$ cat src/rtl/riscv_div_unit.sv
// Iterative radix-2 restoring divider for DIV/DIVU/REM/REMU.
// One quotient bit per cycle; divide-by-zero and signed overflow resolve in one cycle.
module riscv_div_unit #(
  parameter int XLEN  = 32,
  parameter int CNT_W = $clog2(XLEN)
) (
  input  logic            clk,
  input  logic            rst_n,
  input  logic            flush_i,
  input  logic            valid_i,
  output logic            ready_o,
  input  logic [6:0]      op_i,
  input  logic [XLEN-1:0] a_i,
  input  logic [XLEN-1:0] b_i,
  output logic            valid_o,
  input  logic            ready_i,
  output logic [XLEN-1:0] result_o
);

  typedef enum logic [1:0] {IDLE, CALC, DONE} state_e;

  localparam logic [XLEN-1:0] INT_MIN = {1'b1, {(XLEN-1){1'b0}}};

  state_e            state_q, state_d;
  logic [CNT_W-1:0]  cnt_q;
  logic [XLEN-1:0]   quo_q;
  logic [XLEN-1:0]   div_q;
  logic [XLEN-1:0]   rem_q;
  logic [XLEN-1:0]   result_q;
  logic              neg_quo_q;
  logic              neg_rem_q;
  logic              rem_sel_q;

  logic              op_signed;
  logic              op_rem;
  logic              op_legal;
  logic              div_zero;
  logic              overflow;
  logic              fast_path;
  logic              accept;
  logic              last_step;
  logic [XLEN-1:0]   special_res;
  logic [XLEN:0]     rem_sh;
  logic [XLEN:0]     rem_diff;
  logic              rem_ge;
  logic [XLEN-1:0]   rem_step;
  logic [XLEN-1:0]   quo_step;

  function automatic logic [XLEN-1:0] abs_val(input logic [XLEN-1:0] v, input logic is_signed);
    logic signed [XLEN-1:0] s;
    s = signed'(v);
    return (is_signed && s < 0) ? unsigned'(-s) : v;
  endfunction

  function automatic logic [XLEN-1:0] apply_sign(input logic [XLEN-1:0] v, input logic neg);
    logic signed [XLEN-1:0] s;
    s = signed'(v);
    return neg ? unsigned'(-s) : v;
  endfunction

  assign op_signed = op_i[0];
  assign op_rem    = op_i[1];
  assign op_legal  = (op_i[6:2] == 5'b01100);
  assign div_zero  = (b_i == '0);
  assign overflow  = op_signed && (a_i == INT_MIN) && (b_i == '1);
  assign fast_path = div_zero || overflow;
  assign accept    = (state_q == IDLE) && valid_i && !flush_i && op_legal;
  assign last_step = (cnt_q == '0);

  always_comb begin
    special_res = '0;
    if (div_zero) special_res = op_rem ? a_i : '1;
    else          special_res = op_rem ? '0 : INT_MIN;
  end

  // One restoring step: shift in the next dividend bit, subtract if it fits.
  always_comb begin
    rem_sh   = {rem_q, quo_q[XLEN-1]};
    rem_ge   = (rem_sh >= {1'b0, div_q});
    rem_diff = rem_sh - {1'b0, div_q};
    rem_step = rem_ge ? rem_diff[XLEN-1:0] : rem_sh[XLEN-1:0];
    quo_step = {quo_q[XLEN-2:0], rem_ge};
  end

  always_ff @(posedge clk) begin
    if (!rst_n) state_q <= IDLE;
    else        state_q <= state_d;
  end

  always_comb begin
    state_d = state_q;
    ready_o = 1'b0;
    valid_o = 1'b0;
    case (state_q)
      IDLE: begin
        ready_o = 1'b1;
        if (accept) state_d = fast_path ? DONE : CALC;
      end
      CALC: begin
        if (flush_i)        state_d = IDLE;
        else if (last_step) state_d = DONE;
      end
      DONE: begin
        valid_o = 1'b1;
        if (flush_i || ready_i) state_d = IDLE;
      end
      default: state_d = IDLE;
    endcase
  end

  always_ff @(posedge clk) begin
    if (!rst_n) begin
      cnt_q     <= '0;
      quo_q     <= '0;
      div_q     <= '0;
      rem_q     <= '0;
      result_q  <= '0;
      neg_quo_q <= 1'b0;
      neg_rem_q <= 1'b0;
      rem_sel_q <= 1'b0;
    end else if (flush_i && state_q != IDLE) begin
      cnt_q    <= '0;
      result_q <= '0;
    end else if (accept) begin
      if (fast_path) begin
        result_q <= special_res;
      end else begin
        quo_q     <= abs_val(a_i, op_signed);
        div_q     <= abs_val(b_i, op_signed);
        rem_q     <= '0;
        cnt_q     <= CNT_W'(XLEN-1);
        neg_quo_q <= op_signed && (a_i[XLEN-1] ^ b_i[XLEN-1]);
        neg_rem_q <= op_signed && a_i[XLEN-1];
        rem_sel_q <= op_rem;
      end
    end else if (state_q == CALC) begin
      rem_q <= rem_step;
      quo_q <= quo_step;
      if (last_step)
        result_q <= rem_sel_q ? apply_sign(rem_step, neg_rem_q) : apply_sign(quo_step, neg_quo_q);
      else
        cnt_q <= cnt_q - CNT_W'(1);
    end
  end

  assign result_o = result_q;

endmodule

$ cat config.mk
export PLATFORM = sky130hd
export DESIGN_NAME = riscv_div_unit
export DESIGN_NICKNAME = d
export VERILOG_FILES = /design/src/rtl/riscv_div_unit.sv
export SDC_FILE = /design/constraint.sdc
export NUM_CORES = 1
export LEC_CHECK = 0
export ABC_CLOCK_PERIOD_IN_PS = 4600
export CORE_MARGIN = 2
export CORE_UTILIZATION = 47
export DETAILED_ROUTE_END_ITERATION = 12
export HOLD_SLACK_MARGIN = 0.12
export PLACE_DENSITY_LB_ADDON = 0.25
export SLEW_MARGIN = 10
export SYNTH_ARGS = -nofsm -noshare
export SYNTH_HDL_FRONTEND = slang
export SYNTH_SLANG_ARGS = --single-unit
$ cat constraint.sdc
create_clock -name clk -period 4.6 [get_ports clk]
set_input_delay 0.46 -clock clk [delete_from_list [all_inputs] [get_ports clk]]
set_output_delay 0.46 -clock clk [all_outputs]
set_load 0.05 [all_outputs]
# Word-level counts from Yosys, hierarchy flattened
# Cells that the tools add are included.
[totals] register_bits=138 latch_bits=0 ram_bits=0 mem_bits_ro=0 in_bits=76 out_inout_bits=34 word_cells=89 memories=0
[classes] n_addsub=6 n_mul=0 div=0 order_cmp=3 n_eq_ne=11 shift=0 n_mux=31 bitwise_logic=4 n_reduce_logical=25
[ops] operator="$mux W32" n=19
[ops] operator="$neg A32 Y32" n=4
[ops] operator="$eq A32 B32 Y1 const B" n=2
[ops] operator="$lt A32 B1 Y1 const B" n=2
[ops] operator="$ge A33 B32 Y1" n=1
[ops] operator="$logic_not A32 Y1" n=1
[ops] operator="$sub A32 B32 Y32" n=1
[ops] operator="$mux W5" n=4
[ops] operator="$reduce_and A3 Y1" n=5
[ops] operator="$logic_and A1 B1 Y1" n=10
[ops] operator="$mux W2" n=5
[ops] operator="$ne A2 B2 Y1 const B" n=5
[ops] operator="$pmux W2 S3" n=1
[ops] operator="$reduce_bool A2 Y1" n=3
[ops] operator="$eq A5 B4 Y1 const B" n=1
[ops] operator="$logic_not A5 Y1" n=1
[ops] operator="$sub A5 B1 Y5 const B" n=1
[ops] operator="$ne A3 B3 Y1 const B" n=1
[ops] operator="$not A1 Y1" n=3
[ops] operator="$eq A2 B1 Y1 const B" n=1
[ops] operator="$eq A2 B2 Y1 const B" n=1
[ops] operator="$logic_not A2 Y1" n=1
[ops] operator="$logic_or A1 B1 Y1" n=2
[ops] operator="$mux W1" n=2
[ops] operator="3 further kinds" n=3

# Longest topological paths before layout
[depth] ltp_word=8 depth_mapped=23 ltp_nobuf=19

# Least setup slack after synthesis
# OpenSTA, ideal clock, no wires.
[synth_path] path_kind="flip-flop to flip-flop" startpoint="register div_q[24]" endpoint="register result_q[26] (netlist: result_o[26])" setup_time_ps=70 arrival_time_ps=4501 required_ps=4530 slack_ps=29 path_stages_with_launch=23 path_buffers=4 synth_period_minus_slack_ps=4571 path_cell_list="dfxtp_1 > inv_1 > ha_1 > buf_2 > and4_1 > nor3b_2 > inv_1 > o221a_4 > nand3_4 > buf_4 > buf_6 > buf_2 > mux2i_1 > ha_1 > inv_1 > or2_2 > a2111oi_2 > nand2_1 > o21ai_1 > and4_1 > a311oi_1 > a311o_1 > a21oi_1"
[synth_via] elab_chain_len=8 elab_cells_between_ends=11 classes_between="add/sub: 3; order compare: 1; mux: 7"
[synth_rtl] element="start, declared" line="27" rtl="logic [XLEN-1:0] div_q;"
[synth_rtl] element="start signal, assigned" line="129" rtl="div_q <= abs_val(b_i, op_signed);"
[synth_rtl] element="$sub A32 B32 Y32 or $ge A33 B32 Y1 (tied branches)" line="80, 79"
[synth_rtl] element="$mux W32" line="81" rtl="rem_step = rem_ge ? rem_diff[XLEN-1:0] : rem_sh[XLEN-1:0];"
[synth_rtl] element="$neg A32 Y32" line="58" rtl="return neg ? unsigned'(-s) : v;"
[synth_rtl] element="$mux W32" line="58"
[synth_rtl] element="$mux W32 (*)" line="140" rtl="result_q <= rem_sel_q ? apply_sign(rem_step, neg_rem_q) : apply_sign(quo_step, neg_quo_q);"
[synth_rtl] element="$mux W32 (*)" line="139" rtl="if (last_step)"
[synth_rtl] element="$mux W32 (*)" line="136" rtl="end else if (state_q == CALC) begin"
[synth_rtl] element="$mux W32 (*)" line="124" rtl="end else if (accept) begin"
[synth_rtl] element="end signal, assigned" line="126" rtl="result_q <= special_res;"
[synth_rtl] element="end signal, assigned" line="140"
[synth_rtl] element="end, declared" line="29" rtl="logic [XLEN-1:0] result_q;"
# Every way passes the cells marked *; elsewhere a longest branch is shown, timed or not. The select of a mux whose other input is x is not followed.
# A chain may end at the register's enable or synchronous reset.

# Worst setup path after layout
[layout_path] startpoint="register div_q[21]" endpoint="register result_q[26] (netlist: result_o[26])"
# Same word-level chain as after synthesis.

==> results.tsv <==
metric	value	unit
status	completed	
Reg clk slew, reported paths	0.07	ns
Leak Pwr	5.141	nW
worst vdd ir	0.0001985	V
GPL Wtd Cong	0.9727	
clock power share	0.429	
Post-synth ARST share	0	
Crit Path Class	flip-flop to flip-flop	
Via density	6.268	
DRT antenna net count	0	
nets	1838	
Antenna diodes	0	
sw power	0.001037	W
PD cells	228.6	nW/um^2
largest family of logic cells by synthesized area	compound AO/OA/AOI/OAI gates	
most common cell in the synthesized netlist	a21oi_1	
Post-Synth XOR/XNOR Area	0.09573	
Worst R2R Setup Slack	0.19	ns
Startpoint Class	flip-flop	
signal arrival time at the worst endpoint	4.76	ns
most instantiated cells after synthesis	a21oi_1 (207), nor2_1 (188), nand2_1 (157), dfxtp_1 (138), o21ai_0 (100)	
final setup TNS	0	ns
area grow syn2layout	17.78	%
cell accounting for the most synthesized area	dfxtp_1	
Rows	58	
Die X	163.1	um
global-route wire length before repair	66.33	mm
Final Skew	0.01490	ns
largest net degree at the start of global routing	98	
post-synthesis adder-cell area fraction	0.04271	
Top Ports	110	
Seq cells post-synth	138	
slew margin rel.	0.2939	
Fill cells	2449	
clock tree from TritonCTS	built	
Post-Synth Simple-Gate Area	0.2526	
clock tree buffer depth	2	
CP max FO	9	
Gate Count Post-Synth	1656	
Core Box Area	25040	sq um
min-delay src	div_q[3]	
Avg Inst Size Synth	7.182	sq um
Hold Slack	0.4542	ns
Yosys cell types	100	
Worst Path Required	4.95	ns
First DRT Iteration DRCs	1395	
routed via count	12940	
critical path capture point type	flip-flop	
# H-tree levels	4	
GR Overflow Total	0	
Hold Path Cell Cnt	2	
Max-cap violations	0	
via count of the first global-routing pass	11830	
Hold Vio Cnt, Final	0	
CTS root buf	clkbuf_16	
Synth warnings	0	
register area share after synthesis	0.2323	
Synth area leaders	dfxtp_1 (23%), a21oi_1 (8.7%), nor2_1 (5.9%)	
crit path time final	4.413	ns
worst slew pin tran	1.059	ns
Starting Density	0.4751	
I/O Buffers	109	
DRC Markers	0	
reg-to-reg endpoint	result_o[26]	
Pint	0.002165	W
mux cell area share after synthesis	0.02430	
pre-CTS WS	0.01406	ns
Syn Nets	1772	
mapped cell area	11890	sq um
Clock Sinks	138	
Critical R2R Launch	div_q[21]	
GR Util All Layers	0.3195	
Worst Hold Class	flip-flop to flip-flop	
share of power burned in registers	0.375	
Post-synth EDFFs	0	
Worst-Skew Late Latency	0.44	ns
post-synthesis compound-gate area fraction	0.2927	
Max Slew Vio Count	0	
layout cells sized above 1	0.09625	
initial antenna violation count	0	
switching share of power	0.3239	
final worst path period share	0.9593	
Num CTS Buffers	17	
post-synth top area share	0.2323	
routed wire length per instance	20.89	um
reg2reg path depth	18	
fmax	0.2266	GHz
routed wire length	43.14	mm
hold_buf cts	0	
hold path endpoint	div_q[3]	
Post-DP HPWL	32.81	mm
Die H	163.1	um
Die Footprint	26600	sq um
Final WS setup	0.1871	ns
setup violators final	0	
Logic pwr share	0.197	
drt first pass iters	6	
top_reg_cell synth	dfxtp_1	
==> layout make-up <==
type,instances,area [sq um],share of cell area
multi-input cells,1349,8537,0.6094
inverters,60,225.2,0.01608
clock buffers,17,425.4,0.03037
flip-flops and latches,138,2763,0.1972
clock inverters,15,151.4,0.01081
well taps,330,412.9,0.02947
repair buffers,156,1494,0.1066
==> registers in the layout, indices dropped and copies added, names as in the netlist <==
| register | count |
|---|---|
| quo_q | 32 |
| state_q | 2 |
| neg_rem_q | 1 |
| cnt_q | 5 |
| div_q | 32 |
| neg_quo_q | 1 |
| rem_q | 32 |
| result_o | 32 |
| rem_sel_q | 1 |
==> repair_timing <==
item,CTS,global route
cloned,0,0
setup endpoints to repair,1,8
gates resized for setup,2,26
setup buffers,0,2
pin swaps,0,8
==> metrics by stage <==
step             util  area (sq um)  total power [W]  std cells
2_1_floorplan       -         11890         0.001587       1656
3_3_place_gp   0.5318         13310         0.001820       2031
3_5_place_dp   0.5318         13310         0.001824       2031
4_1_cts        0.5551         13900         0.003171       2063
5_1_grt        0.5595         14010         0.003294       2065
6_report       0.5595         14010         0.003202       2065
==> critical path: stages, from the launching register on <==
cell and delay (ns):
dfxtp_1 0.33, inv_1 0.05, ha_2 0.40, and4_2 0.32
nor3b_4 0.27, inv_1 0.10, o221a_4 0.28, nand3_4 0.11
mux2i_2 0.30, ha_2 0.25, inv_1 0.06, or2_2 0.32
a2111oi_4 0.30, nand2_1 0.15, o21ai_4 0.21, and4_4 0.28
a311oi_1 0.10, a311o_1 0.35, a21oi_1 0.13
==> how the worst max path moves through the flow <==
| stage | start | endpoint | slack [ns] |
|---|---|---|---|
| global placement | div_q[18] | result_o[26] | 0.20 |
| CTS | div_q[21] | result_o[26] | 0.01 |
| finish | div_q[21] | result_o[26] | 0.19 |
| floorplan | div_q[24] | result_o[26] | 0.03 |
| global route | div_q[27] | result_o[26] | -0.09 |
| detailed placement | div_q[18] | result_o[26] | 0.01 |
==> power groups by stage <==
stage	Clock (W)	Combinational, W	Sequential (W)
floorplan	0	0.000358	0.00123
global placement	0	0.000593	0.00123
detailed placement	0	0.000596	0.00123
CTS	0.00137	0.000600	0.00120
global route	0.00143	0.000667	0.00120
finish	0.00137	0.000629	0.00120
==> kinds of logic (layout without fill, tap and decap cells) <==
| group | after synthesis | count (layout) |
|---|---|---|
| and+or+nand+nor | 613 | 613 |
| xor gates and xnor gates | 130 | 130 |
| DFF | 138 | 138 |
| adders and majority gates | 40 | 40 |
| AOI/OAI and AO/OA | 539 | 539 |
| muxes | 27 | 27 |
| buffers and inverters | 169 | 248 |
==> per-layer routing <==
metal	GRT usage	part of all wire
met5	0	0
met3	0.07313	0.092
met1	0.4392	0.44
met4	0.1154	0.033
met2	0.4894	0.44
==> cell usage in the layout (no fill, tap or decap), drive strengths merged, types with 39 or more instances in the layout <==
| cell | count |
|---|---|
| buf | 47 |
| clkdlybuf4s50 | 109 |
| xor2 | 61 |
| nor2 | 188 |
| nand3 | 44 |
| nand2 | 159 |
| nor3 | 57 |
| ha | 39 |
| a21oi | 214 |
| xnor2 | 69 |
| o21ai | 109 |
| inv | 67 |
| dfxtp | 138 |
Note: power is estimated with default switching activity, not from simulation.
